<file path="config.mk">
export PLATFORM = sky130hd
export DESIGN_NAME = exec_wb_unit
export DESIGN_NICKNAME = d
export VERILOG_FILES = /design/src/rtl/cpu_pkg.sv /design/src/rtl/mul_seq.sv /design/src/rtl/exec_wb_unit.sv
export SDC_FILE = /design/constraint.sdc
export NUM_CORES = 1
export LEC_CHECK = 0
export CAP_MARGIN = 20
export CORE_MARGIN = 2
export CORE_UTILIZATION = 55
export DETAILED_ROUTE_END_ITERATION = 10
export PLACE_DENSITY = 0.78
export SYNTH_ARGS = -nofsm -noshare
export SYNTH_HDL_FRONTEND = slang
export SYNTH_SLANG_ARGS = --single-unit
export TNS_END_PERCENT = 30
</file>
<file path="constraint.sdc">
create_clock -name clk -period 4.2 [get_ports clk]
set_input_delay 0.84 -clock clk [delete_from_list [all_inputs] [get_ports clk]]
set_output_delay 0.84 -clock clk [all_outputs]
set_load 0.01 [all_outputs]
</file>
<file path="src/rtl/cpu_pkg.sv">
`default_nettype none
// ============================================================================
//  Module   : cpu_pkg
//  Purpose  : Shared types and helpers for the execute/write-back stage:
//             datapath widths, opcode and state enumerations, and opcode
//             property helpers.
//  Revision : 1.0  initial release
// ============================================================================
package cpu_pkg;

    localparam int DW = 8;   // RF word width
    localparam int AW = 3;   // RF address width

    typedef enum logic [3:0] {
        OP_ADD = 4'd0,
        OP_SUB = 4'd1,
        OP_AND = 4'd2,
        OP_OR  = 4'd3,
        OP_XOR = 4'd4,
        OP_SHL = 4'd5,
        OP_SHR = 4'd6,
        OP_MOV = 4'd7,
        OP_MUL = 4'd8,
        OP_CMP = 4'd9
    } op_e;

    typedef enum logic [1:0] {
        IDLE = 2'd0,
        EXEC = 2'd1,
        MUL  = 2'd2,
        WB   = 2'd3
    } ex_state_e;

    // Opcodes that produce an RF write (subject to rd != 0).
    function automatic logic op_writes(op_e op);
        case (op)
            OP_ADD, OP_SUB, OP_AND, OP_OR, OP_XOR,
            OP_SHL, OP_SHR, OP_MOV, OP_MUL: op_writes = 1'b1;
            default:                        op_writes = 1'b0;
        endcase
    endfunction

    // Opcodes that update Z/C; the undefined codes 10-15 act as NOPs.
    function automatic logic op_sets_flags(op_e op);
        case (op)
            OP_ADD, OP_SUB, OP_AND, OP_OR, OP_XOR,
            OP_SHL, OP_SHR, OP_MOV, OP_MUL, OP_CMP: op_sets_flags = 1'b1;
            default:                                op_sets_flags = 1'b0;
        endcase
    endfunction

endpackage
`default_nettype wire

</file>
<file path="src/rtl/mul_seq.sv">
`default_nettype none
// ============================================================================
//  Module   : mul_seq
//  Purpose  : Unsigned shift-add multiplier, one partial product per cycle,
//             exactly DW cycles per multiply.
//  Ports    : clk, rst (async, active-low)
//             i_start      load operands and begin (ignored result of any
//                          multiply in progress)
//             i_a, i_b     multiplicand / multiplier
//             o_busy       multiply in progress
//             o_done       high in the final step cycle
//             o_product    2*DW-bit product, valid while o_done is high
//  Revision : 1.0  initial release
// ============================================================================
module mul_seq #(
    parameter int DW = 8
) (
    input  logic            clk,
    input  logic            rst,
    input  logic            i_start,
    input  logic [DW-1:0]   i_a,
    input  logic [DW-1:0]   i_b,
    output logic            o_busy,
    output logic            o_done,
    output logic [2*DW-1:0] o_product
);

    localparam int CW = $clog2(DW + 1);

    logic [2*DW-1:0] r_acc;
    logic [2*DW-1:0] r_mcand;
    logic [DW-1:0]   r_mplier;
    logic [CW-1:0]   r_cnt;
    logic            r_busy;
    logic [2*DW-1:0] w_acc_next;

    // Accumulator value after the current step; exposed as the product so the
    // consumer can capture the final result on the same edge as the last step.
    assign w_acc_next = r_mplier[0] ? (r_acc + r_mcand) : r_acc;

    always_ff @(posedge clk or negedge rst) begin
        if (!rst) begin
            r_acc    <= '0;
            r_mcand  <= '0;
            r_mplier <= '0;
            r_cnt    <= '0;
            r_busy   <= 1'b0;
        end else if (i_start) begin
            r_acc    <= '0;
            r_mcand  <= {{DW{1'b0}}, i_a};
            r_mplier <= i_b;
            r_cnt    <= CW'(DW);
            r_busy   <= 1'b1;
        end else if (r_busy) begin
            r_acc    <= w_acc_next;
            r_mcand  <= {r_mcand[2*DW-2:0], 1'b0};
            r_mplier <= {1'b0, r_mplier[DW-1:1]};
            r_cnt    <= r_cnt - CW'(1);
            if (r_cnt == CW'(1)) begin
                r_busy <= 1'b0;
            end
        end
    end

    assign o_busy    = r_busy;
    assign o_done    = r_busy && (r_cnt == CW'(1));
    assign o_product = w_acc_next;

endmodule
`default_nettype wire

</file>
<file path="src/rtl/exec_wb_unit.sv">
`default_nettype none
// ============================================================================
//  Module   : exec_wb_unit
//  Purpose  : Execute/write-back stage behind the 8-entry RF. Accepts one
//             instruction per valid/ready handshake, reads operands, runs an
//             ALU op (1 cycle) or a DW-cycle multiply, then writes back and
//             updates the Z/C flags.
//  Ports    : clk, rst (async, active-low)
//             i_valid/o_ready/o_busy        instruction handshake
//             i_op,i_rd,i_rs0,i_rs1,i_imm,i_use_imm   decoded fields
//             o_r_addr_0/1, i_r_data_0/1    RF read ports (combinational)
//             o_rf_w_en, o_w_addr, o_w_data RF write port
//             o_flag_z, o_flag_c            status flags
//  Revision : 1.0  initial release
// ============================================================================
module exec_wb_unit
    import cpu_pkg::*;
#(
    parameter int DW = cpu_pkg::DW,
    parameter int AW = cpu_pkg::AW
) (
    input  logic          clk,
    input  logic          rst,
    input  logic          i_valid,
    output logic          o_ready,
    input  logic [3:0]    i_op,
    input  logic [AW-1:0] i_rd,
    input  logic [AW-1:0] i_rs0,
    input  logic [AW-1:0] i_rs1,
    input  logic [DW-1:0] i_imm,
    input  logic          i_use_imm,
    output logic [AW-1:0] o_r_addr_0,
    output logic [AW-1:0] o_r_addr_1,
    input  logic [DW-1:0] i_r_data_0,
    input  logic [DW-1:0] i_r_data_1,
    output logic          o_rf_w_en,
    output logic [AW-1:0] o_w_addr,
    output logic [DW-1:0] o_w_data,
    output logic          o_flag_z,
    output logic          o_flag_c,
    output logic          o_busy
);

    ex_state_e       r_state;
    ex_state_e       w_next_state;
    logic            w_ready;
    logic            w_mul_start;

    op_e             r_op;
    logic [AW-1:0]   r_rd;
    logic [AW-1:0]   r_rs0;
    logic [AW-1:0]   r_rs1;
    logic [DW-1:0]   r_imm;
    logic            r_use_imm;

    logic            r_rf_w_en;
    logic [AW-1:0]   r_w_addr;
    logic [DW-1:0]   r_w_data;
    logic            r_pend_z;
    logic            r_pend_c;
    logic            r_flag_z;
    logic            r_flag_c;

    logic [DW-1:0]   w_a;
    logic [DW-1:0]   w_b;
    logic [DW:0]     w_sum;
    logic [DW:0]     w_diff;
    logic [DW-1:0]   w_alu_res;
    logic            w_alu_c;

    logic            w_mul_busy;
    logic            w_mul_done;
    logic [2*DW-1:0] w_mul_prod;

    logic            w_accept;

    // ------------------------------------------------------------------
    // FSM
    // ------------------------------------------------------------------
    always_ff @(posedge clk or negedge rst) begin
        if (!rst) begin
            r_state <= IDLE;
        end else begin
            r_state <= w_next_state;
        end
    end

    always_comb begin
        w_next_state = r_state;
        w_ready      = 1'b0;
        w_mul_start  = 1'b0;
        case (r_state)
            IDLE: begin
                w_ready = 1'b1;
                if (i_valid) begin
                    w_next_state = EXEC;
                end
            end
            EXEC: begin
                if (r_op == OP_MUL) begin
                    w_mul_start  = 1'b1;
                    w_next_state = MUL;
                end else begin
                    w_next_state = WB;
                end
            end
            MUL: begin
                // An idle multiplier here can only follow a glitch; leave
                // rather than wait forever.
                if (w_mul_done || !w_mul_busy) begin
                    w_next_state = WB;
                end
            end
            WB: begin
                w_next_state = IDLE;
            end
            default: begin
                w_next_state = IDLE;
            end
        endcase
    end

    assign w_accept = w_ready && i_valid;

    // ------------------------------------------------------------------
    // Operand fetch and ALU
    // ------------------------------------------------------------------
    assign o_r_addr_0 = r_rs0;
    assign o_r_addr_1 = r_rs1;

    assign w_a    = i_r_data_0;
    assign w_b    = r_use_imm ? r_imm : i_r_data_1;
    assign w_sum  = {1'b0, w_a} + {1'b0, w_b};
    // Top bit of the extended difference is the borrow (A < B).
    assign w_diff = {1'b0, w_a} - {1'b0, w_b};

    always_comb begin
        w_alu_res = '0;
        w_alu_c   = 1'b0;
        case (r_op)
            OP_ADD: {w_alu_c, w_alu_res} = w_sum;
            OP_SUB,
            OP_CMP: {w_alu_c, w_alu_res} = w_diff;
            OP_AND: w_alu_res = w_a & w_b;
            OP_OR:  w_alu_res = w_a | w_b;
            OP_XOR: w_alu_res = w_a ^ w_b;
            OP_SHL: begin
                w_alu_res = {w_a[DW-2:0], 1'b0};
                w_alu_c   = w_a[DW-1];
            end
            OP_SHR: begin
                w_alu_res = {1'b0, w_a[DW-1:1]};
                w_alu_c   = w_a[0];
            end
            OP_MOV: w_alu_res = w_b;
            default: begin
                w_alu_res = '0;
                w_alu_c   = 1'b0;
            end
        endcase
    end

    mul_seq #(
        .DW (DW)
    ) u_mul_seq (
        .clk       (clk),
        .rst       (rst),
        .i_start   (w_mul_start),
        .i_a       (w_a),
        .i_b       (w_b),
        .o_busy    (w_mul_busy),
        .o_done    (w_mul_done),
        .o_product (w_mul_prod)
    );

    // ------------------------------------------------------------------
    // Captured fields, write-back registers and flags
    // ------------------------------------------------------------------
    always_ff @(posedge clk or negedge rst) begin
        if (!rst) begin
            r_op      <= OP_ADD;
            r_rd      <= '0;
            r_rs0     <= '0;
            r_rs1     <= '0;
            r_imm     <= '0;
            r_use_imm <= 1'b0;
            r_rf_w_en <= 1'b0;
            r_w_addr  <= '0;
            r_w_data  <= '0;
            r_pend_z  <= 1'b0;
            r_pend_c  <= 1'b0;
            r_flag_z  <= 1'b0;
            r_flag_c  <= 1'b0;
        end else begin
            if (w_accept) begin
                r_op      <= op_e'(i_op);
                r_rd      <= i_rd;
                r_rs0     <= i_rs0;
                r_rs1     <= i_rs1;
                r_imm     <= i_imm;
                r_use_imm <= i_use_imm;
            end

            // Write enable is loaded on the edge entering WB, so it is high
            // for the WB cycle only; address/data hold until the next WB.
            r_rf_w_en <= 1'b0;

            if ((r_state == EXEC) && (r_op != OP_MUL)) begin
                r_w_addr  <= r_rd;
                r_w_data  <= w_alu_res;
                r_rf_w_en <= op_writes(r_op) && (r_rd != '0);
                r_pend_z  <= (w_alu_res == '0);
                r_pend_c  <= w_alu_c;
            end

            if ((r_state == MUL) && w_mul_done) begin
                r_w_addr  <= r_rd;
                r_w_data  <= w_mul_prod[DW-1:0];
                r_rf_w_en <= (r_rd != '0);
                r_pend_z  <= (w_mul_prod[DW-1:0] == '0);
                r_pend_c  <= |w_mul_prod[2*DW-1:DW];
            end

            if ((r_state == WB) && op_sets_flags(r_op)) begin
                r_flag_z <= r_pend_z;
                r_flag_c <= r_pend_c;
            end
        end
    end

    assign o_ready   = w_ready;
    assign o_busy    = ~w_ready;
    assign o_rf_w_en = r_rf_w_en;
    assign o_w_addr  = r_w_addr;
    assign o_w_data  = r_w_data;
    assign o_flag_z  = r_flag_z;
    assign o_flag_c  = r_flag_c;

endmodule
`default_nettype wire

</file>
* After elaboration in Yosys (flattened, before gate mapping)
Memory sizes are Yosys's and may differ from the RTL's.
Cells that the tools add are included.
** Word-level totals
- Memory bits (read-only) :: 32
- Word-level logic and storage cells :: 96
- Bits of input ports :: 41
- Register bits :: 85
- Output and inout bits :: 22
- Memories kept :: 2
** Memory list
- (no name shown) :: depth 16, width 1, read ports 1, clocked after Yosys merged registers in 0, write ports 0, line cpu_pkg.sv:36 : case (op)
- (no name shown) :: depth 16, width 1, read ports 1, clocked after Yosys merged registers in 0, write ports 0, line cpu_pkg.sv:45 : case (op)
** Cells by class
- Equality and inequality tests :: 16
- Bitwise logic cells :: 4
- Reduce and logical (&&, ||, !) cells :: 18
- Multiplexer cells :: 33
- Add/subtract/negate cells :: 4
** Operator list (number)
- 16-bit two-way mux :: 5
- 8-bit one-hot mux with 8 select lines :: 1
- 8-bit two-way mux :: 5
- 16-bit adder :: 1
- 4-bit by 3-bit equality test with 1-bit output (second input constant) :: 4
- 8-bit logical NOT :: 2
- 1-bit two-way mux :: 14
- 8-bit by 8-bit adder with 9-bit output :: 1
- 8-bit by 8-bit subtractor with 9-bit output :: 1
- 8-bit bitwise AND :: 1
- 4-bit by 1-bit equality test with 1-bit output (second input constant) :: 2
- 4-bit by 2-bit equality test with 1-bit output (second input constant) :: 2
- 4-bit equality test (second input constant) :: 2
- 4-bit two-way mux :: 2
- 8-bit bitwise OR :: 1
- 2-bit one-hot mux with 4 select lines :: 1
- 8-bit OR reduction :: 1
- 8-bit bitwise XOR :: 1
- 1-bit logical AND :: 6
- 3-bit two-way mux :: 2
- 2-bit equality test (second input constant) :: 2
- 4-bit logical NOT :: 1
- 2-bit two-way mux :: 2
- 2-bit inequality test (second input constant) :: 2
- 12 further kinds :: 13

* Logic depth before layout (Yosys ltp)
- Depth in word-level cells :: 6
- Depth in mapped cells :: 13
- Depth with buffers taken out :: 12

* Modules after synthesis
From an unflattened synthesis, not the netlist that was laid out.
** Second synthesis, totals
- Cell total of the unflattened synthesis :: 652
- Area, all modules :: 6150.9 um^2
** Modules (own cells, without submodules)
- exec_wb_unit :: area each 3324.4 um^2, seq. area each 1001.0 um^2, times used 1, cells each 350
- mul_seq :: area each 2826.5 um^2, seq. area each 1126.1 um^2, times used 1, cells each 302

* Worst setup path after synthesis
OpenSTA, ideal clock, no wires.
- Path kind :: input -> register
- Start :: input port i_r_data_1[0]
- End :: register r_w_data[6] (netlist: o_w_data[6])
- Path slack :: 893 ps
- Data required time :: 4068 ps
- Setup time :: 132 ps
- Cell stages on the path :: 12
- Buffers on the path :: 0
- Arrival :: 3176 ps
- Path through :: mux2i_1 > inv_1 > ha_1 > fa_1 > a21o_1 > a21o_1 > a311o_1 > xnor2_1 > a221oi_1 > o21ai_1 > mux2i_1 > mux2i_1
** Between the ends
- Longest elaborated chain between the ends :: 5
- Elaborated cells between the ends (all ways) :: 6
- Classes of those cells :: add/sub (2); mux (4)
** Ends and longest elaborated chain
- start: declaration :: line exec_wb_unit.sv:35 : input logic [DW-1:0] i_r_data_1,
- 8-bit two-way mux (*) :: line exec_wb_unit.sv:132 : assign w_b = r_use_imm ? r_imm : i_r_data_1;
- 8-bit by 8-bit subtractor with 9-bit output / 8-bit by 8-bit adder with 9-bit output (equally long branches) :: line exec_wb_unit.sv:135, exec_wb_unit.sv:133
- 8-bit one-hot mux with 8 select lines (*) :: line exec_wb_unit.sv:140 : case (r_op)
- 8-bit two-way mux (*) :: line exec_wb_unit.sv:208 : if ((r_state == EXEC) && (r_op != OP_MUL)) begin
- 8-bit two-way mux (*) :: line exec_wb_unit.sv:216 : if ((r_state == MUL) && w_mul_done) begin
- end signal: assignment :: line exec_wb_unit.sv:210 : r_w_data <= w_alu_res;
- end signal: assignment :: line exec_wb_unit.sv:218 : r_w_data <= w_mul_prod[DW-1:0];
- end: declaration :: line exec_wb_unit.sv:58 : logic [DW-1:0] r_w_data;
Every way passes the cells marked *; elsewhere a longest branch is shown, timed or not. The select of a mux whose other input is x is not followed.
A chain may end at the register's enable or synchronous reset.

* Worst setup path in the final report
Ends and elaborated chain as after synthesis.

==> summary.md <==
| Metric | Value |
|---|---|
| CTS tree | `done` |
| Worst Path Required | `4.45 ns` |
| Post-route ant nets | `0` |
| H-Tree Depth | `3` |
| Worst EP arrival | `3.81 ns` |
| Status | `completed` |
| PD cells | `860 nW/µm²` |
| Leakage Power | `3.12 nW` |
| Worst hold slack | `0.509 ns` |
| Finished Layout Cells | `844` |
| Worst-Skew Late Latency | `0.38 ns` |
| Height of the die | `109 µm` |
| Synthesis Warnings | `0` |
| PostCTS Resize Cnt | `0` |
| Die Footprint | `11900 µm²` |
| I/O Buffers | `62` |
| Hold Crit Class | `reg -> reg` |
| Clk network pwr share | `0.114` |
| Grt total ovfl | `0` |
| Max-slew violations | `0` |
| Synth cell types | `68` |
| Post-Synthesis Cells | `648` |
| Worst-Margin Slew | `1.11 ns` |
| R2r setup slk | `0.79 ns` |
| Final Critical Period | `3.56 ns` |
| Initial antenna violation count | `0` |
| Async SR Flop Fraction | `1.00` |
| Startpoint Class | `input pin` |
| WL/cell | `19.3 µm` |
| Layout area overhead | `16.0%` |
| Starting density of the core | `0.563` |
| Antenna diodes | `0` |
| WS Path Type | `in -> reg` |
| Iter 0 DRT Violations | `405` |
| Syn nets | `741` |
| Hold_buf cts | `0` |
| Combinational power share | `0.601` |
| Pin count of the biggest net entering global routing | `64` |
| Vias in the first global route | `5208` |
| Cts bufs inserted | `9` |
| Post-synth EDFFs | `0` |
| #FFs+latches synth | `85` |
| Dpl hpwl | `12000 µm` |
| Post-CTS Setup Bufs | `0` |
| Total Routed Length | `16300 µm` |
| Max Cap Violations | `0` |
| Crit. End Element | `flop` |
| CTS sink cnt | `85` |
| Nets | `792` |
| Via count | `5240` |
| Slew HR | `0.260` |
| Worst VDD drop | `472 µV` |
| Row cnt | `38` |
| CORE AREA | `10800 µm²` |
| CP max FO | `3` |
| GRT Total Usage | `0.289` |
| Top_reg_cell synth | `dfrtp_1` |
| Die width | `109 µm` |
| Post-layout util | `0.653` |
| IO Count | `63` |
| RSZ-0062 raised after global routing | `no` |
| Routability cong. | `0.949` |
| Register area share after synthesis | `0.350` |
| DRC viols | `0` |
| Root Driver | `clkbuf_8` |
| Tcrit/Tclk final | `0.847` |
| Vias per inst | `6.21` |
| Syn Std Cell Area | `6070 µm²` |
| Placed insts | `828` |
| DR pass1 iterations | `6` |
| Clk_skew | `0.00628 ns` |
| Clock Path Buffers | `2` |
| Psw | `2.82 mW` |
| Count of final setup violators | `0` |
| Clk slew on worst S/H paths | `0.09 ns` |
| Seq pwr share | `0.285` |
| Share of post-route cells with drive strength above 1 | `0.0952` |
| Post-route setup TNS | `0 ns` |
| Pint | `3.24 mW` |
| Avg Cell Area, Syn | `9.37 µm²` |
| First-pass GRT wire length | `26300 µm` |
| Final hold vios | `0` |
| Peak Freq | `0.281 GHz` |
| Sw Share | `0.465` |
==> cell usage in the layout, fill, tap and decap left out, types with 5 or more instances in the layout <==
cell              n
xnor2_1          13
clkdlybuf4s50_1  61
mux2i_1          48
nor2_1           50
o21ai_0          31
a21oi_1          45
xor2_1            5
inv_1            32
o21ai_1           8
or3_1             5
nor2b_1          15
o211ai_1          6
ha_1             49
and3_1            6
buf_4            12
dfrtp_1          84
o22ai_1           9
nor3_1            7
mux2_2           28
nand3_1          16
nand2_1          40
nand2b_1          9
a21o_1            7
clkbuf_8         10
a211oi_1         18
a22oi_1           6
==> layer usage <==
| layer | up-vias | share of wire | GRT usage |
|---|---|---|---|
| li1 | 2454 | - | - |
| met1 | 2540 | 0.42 | 0.373 |
| met2 | 205 | 0.47 | 0.468 |
| met3 | 41 | 0.071 | 0.0640 |
| met4 | 0 | 0.032 | 0.123 |
| met5 | - | 0 | 0 |
==> flip-flops by register name (all words and copies together), names as in the netlist, 4 cells and up <==
name and flops:
o_w_data 8, r_imm 8, r_op 4, u_mul_seq.r_acc 16, u_mul_seq.r_cnt 4, u_mul_seq.r_mcand 16
u_mul_seq.r_mplier 8
==> layout make-up <==
cell class	instances	area, µm²
Clock inverter	6	92.6
Multi-Input combinational cell	498	3690
Fill cell	870	3750
Tap cell	140	175
Clock buffer	10	138
Timing Repair Buffer	73	701
Inverter	32	120
Sequential cell	85	2130
==> path summary, 6_finish.rpt <==
check / cells after the start / end / startpoint
min: 1 / r_imm[4]$_DFFE_PN0P_ / r_imm[4]$_DFFE_PN0P_
max in group asynchronous: 2 / u_mul_seq.r_acc[4]$_DFFE_PN0P_ / rst
max: 13 / o_w_data[6]$_DFFE_PN0P_ / i_r_data_1[0]
min in group asynchronous: 1 / r_imm[2]$_DFFE_PN0P_ / rst
min reg2reg: 1 / r_imm[4]$_DFFE_PN0P_ / r_imm[4]$_DFFE_PN0P_
max reg2reg: 12 / o_w_data[6]$_DFFE_PN0P_ / r_use_imm$_DFFE_PN0P_
==> through the flow <==
| stage | total power, mW | worst slack [ns] | instance area [µm²] |
|---|---|---|---|
| floorplan | 4.24 | 0.893 | 6070 |
| global placement | 5.22 | 0.366 | 6820 |
| detailed placement | 5.31 | 0.290 | 6820 |
| CTS | 6.03 | 0.664 | 7050 |
| global route | 6.52 | 0.484 | 7050 |
| finish | 6.06 | 0.641 | 7050 |
==> Yosys cell counts (5+ instances only) <==
cell | instances | area share
a21oi_1 | 45 | 0.037
o211ai_1 | 6 | 0.0074
mux2_2 | 28 | 0.052
nand2_1 | 40 | 0.025
and3_1 | 6 | 0.0062
dfrtp_1 | 85 | 0.35
o22ai_1 | 9 | 0.0093
a21o_1 | 7 | 0.0087
nor2_1 | 50 | 0.031
nand3_1 | 16 | 0.013
nor2b_1 | 15 | 0.015
a211oi_1 | 18 | 0.022
clkbuf_1 | 18 | 0.011
mux2i_1 | 48 | 0.079
or3_1 | 5 | 0.0052
o21ai_1 | 8 | 0.0066
xnor2_1 | 13 | 0.019
inv_1 | 32 | 0.020
o21ai_0 | 31 | 0.026
ha_1 | 49 | 0.10
buf_1 | 6 | 0.0037
buf_2 | 9 | 0.0074
xor2_1 | 5 | 0.0072
nand2b_1 | 9 | 0.0093
nor3_1 | 7 | 0.0058
a22oi_1 | 6 | 0.0074
==> cell families after synthesis <==
kind of cell / Yosys count / synth area share
AO/OA/AOI/OAI: 174 / 0.191
multiplexers: 76 / 0.131
AND/OR/NAND/NOR: 178 / 0.149
adder cells (fa/ha/maj): 52 / 0.111
flip-flops: 85 / 0.350
buffers and inverters: 65 / 0.0420
XOR/XNOR: 18 / 0.0260
==> power groups by stage <==
stage          Sequential (mW)  Clock [mW]  Combinational (mW)
4_1_cts                   1.72       0.696                3.61
2_1_floorplan             1.50           0                2.75
3_3_place_gp              1.72           0                3.50
5_1_grt                   1.79       0.733                4.00
3_5_place_dp              1.74           0                3.58
6_report                  1.73       0.688                3.64
==> critical path: stages <==
cell             delay, ns
clkdlybuf4s50_1       0.42
mux2i_1               0.20
inv_1                 0.10
ha_1                  0.23
fa_1                  0.42
a21o_1                0.18
a21o_1                0.20
a311o_1               0.40
xnor2_1               0.14
a221oi_1              0.29
o21ai_1               0.13
mux2i_1               0.17
mux2i_1               0.10
(Power assumes the default switching activity.)
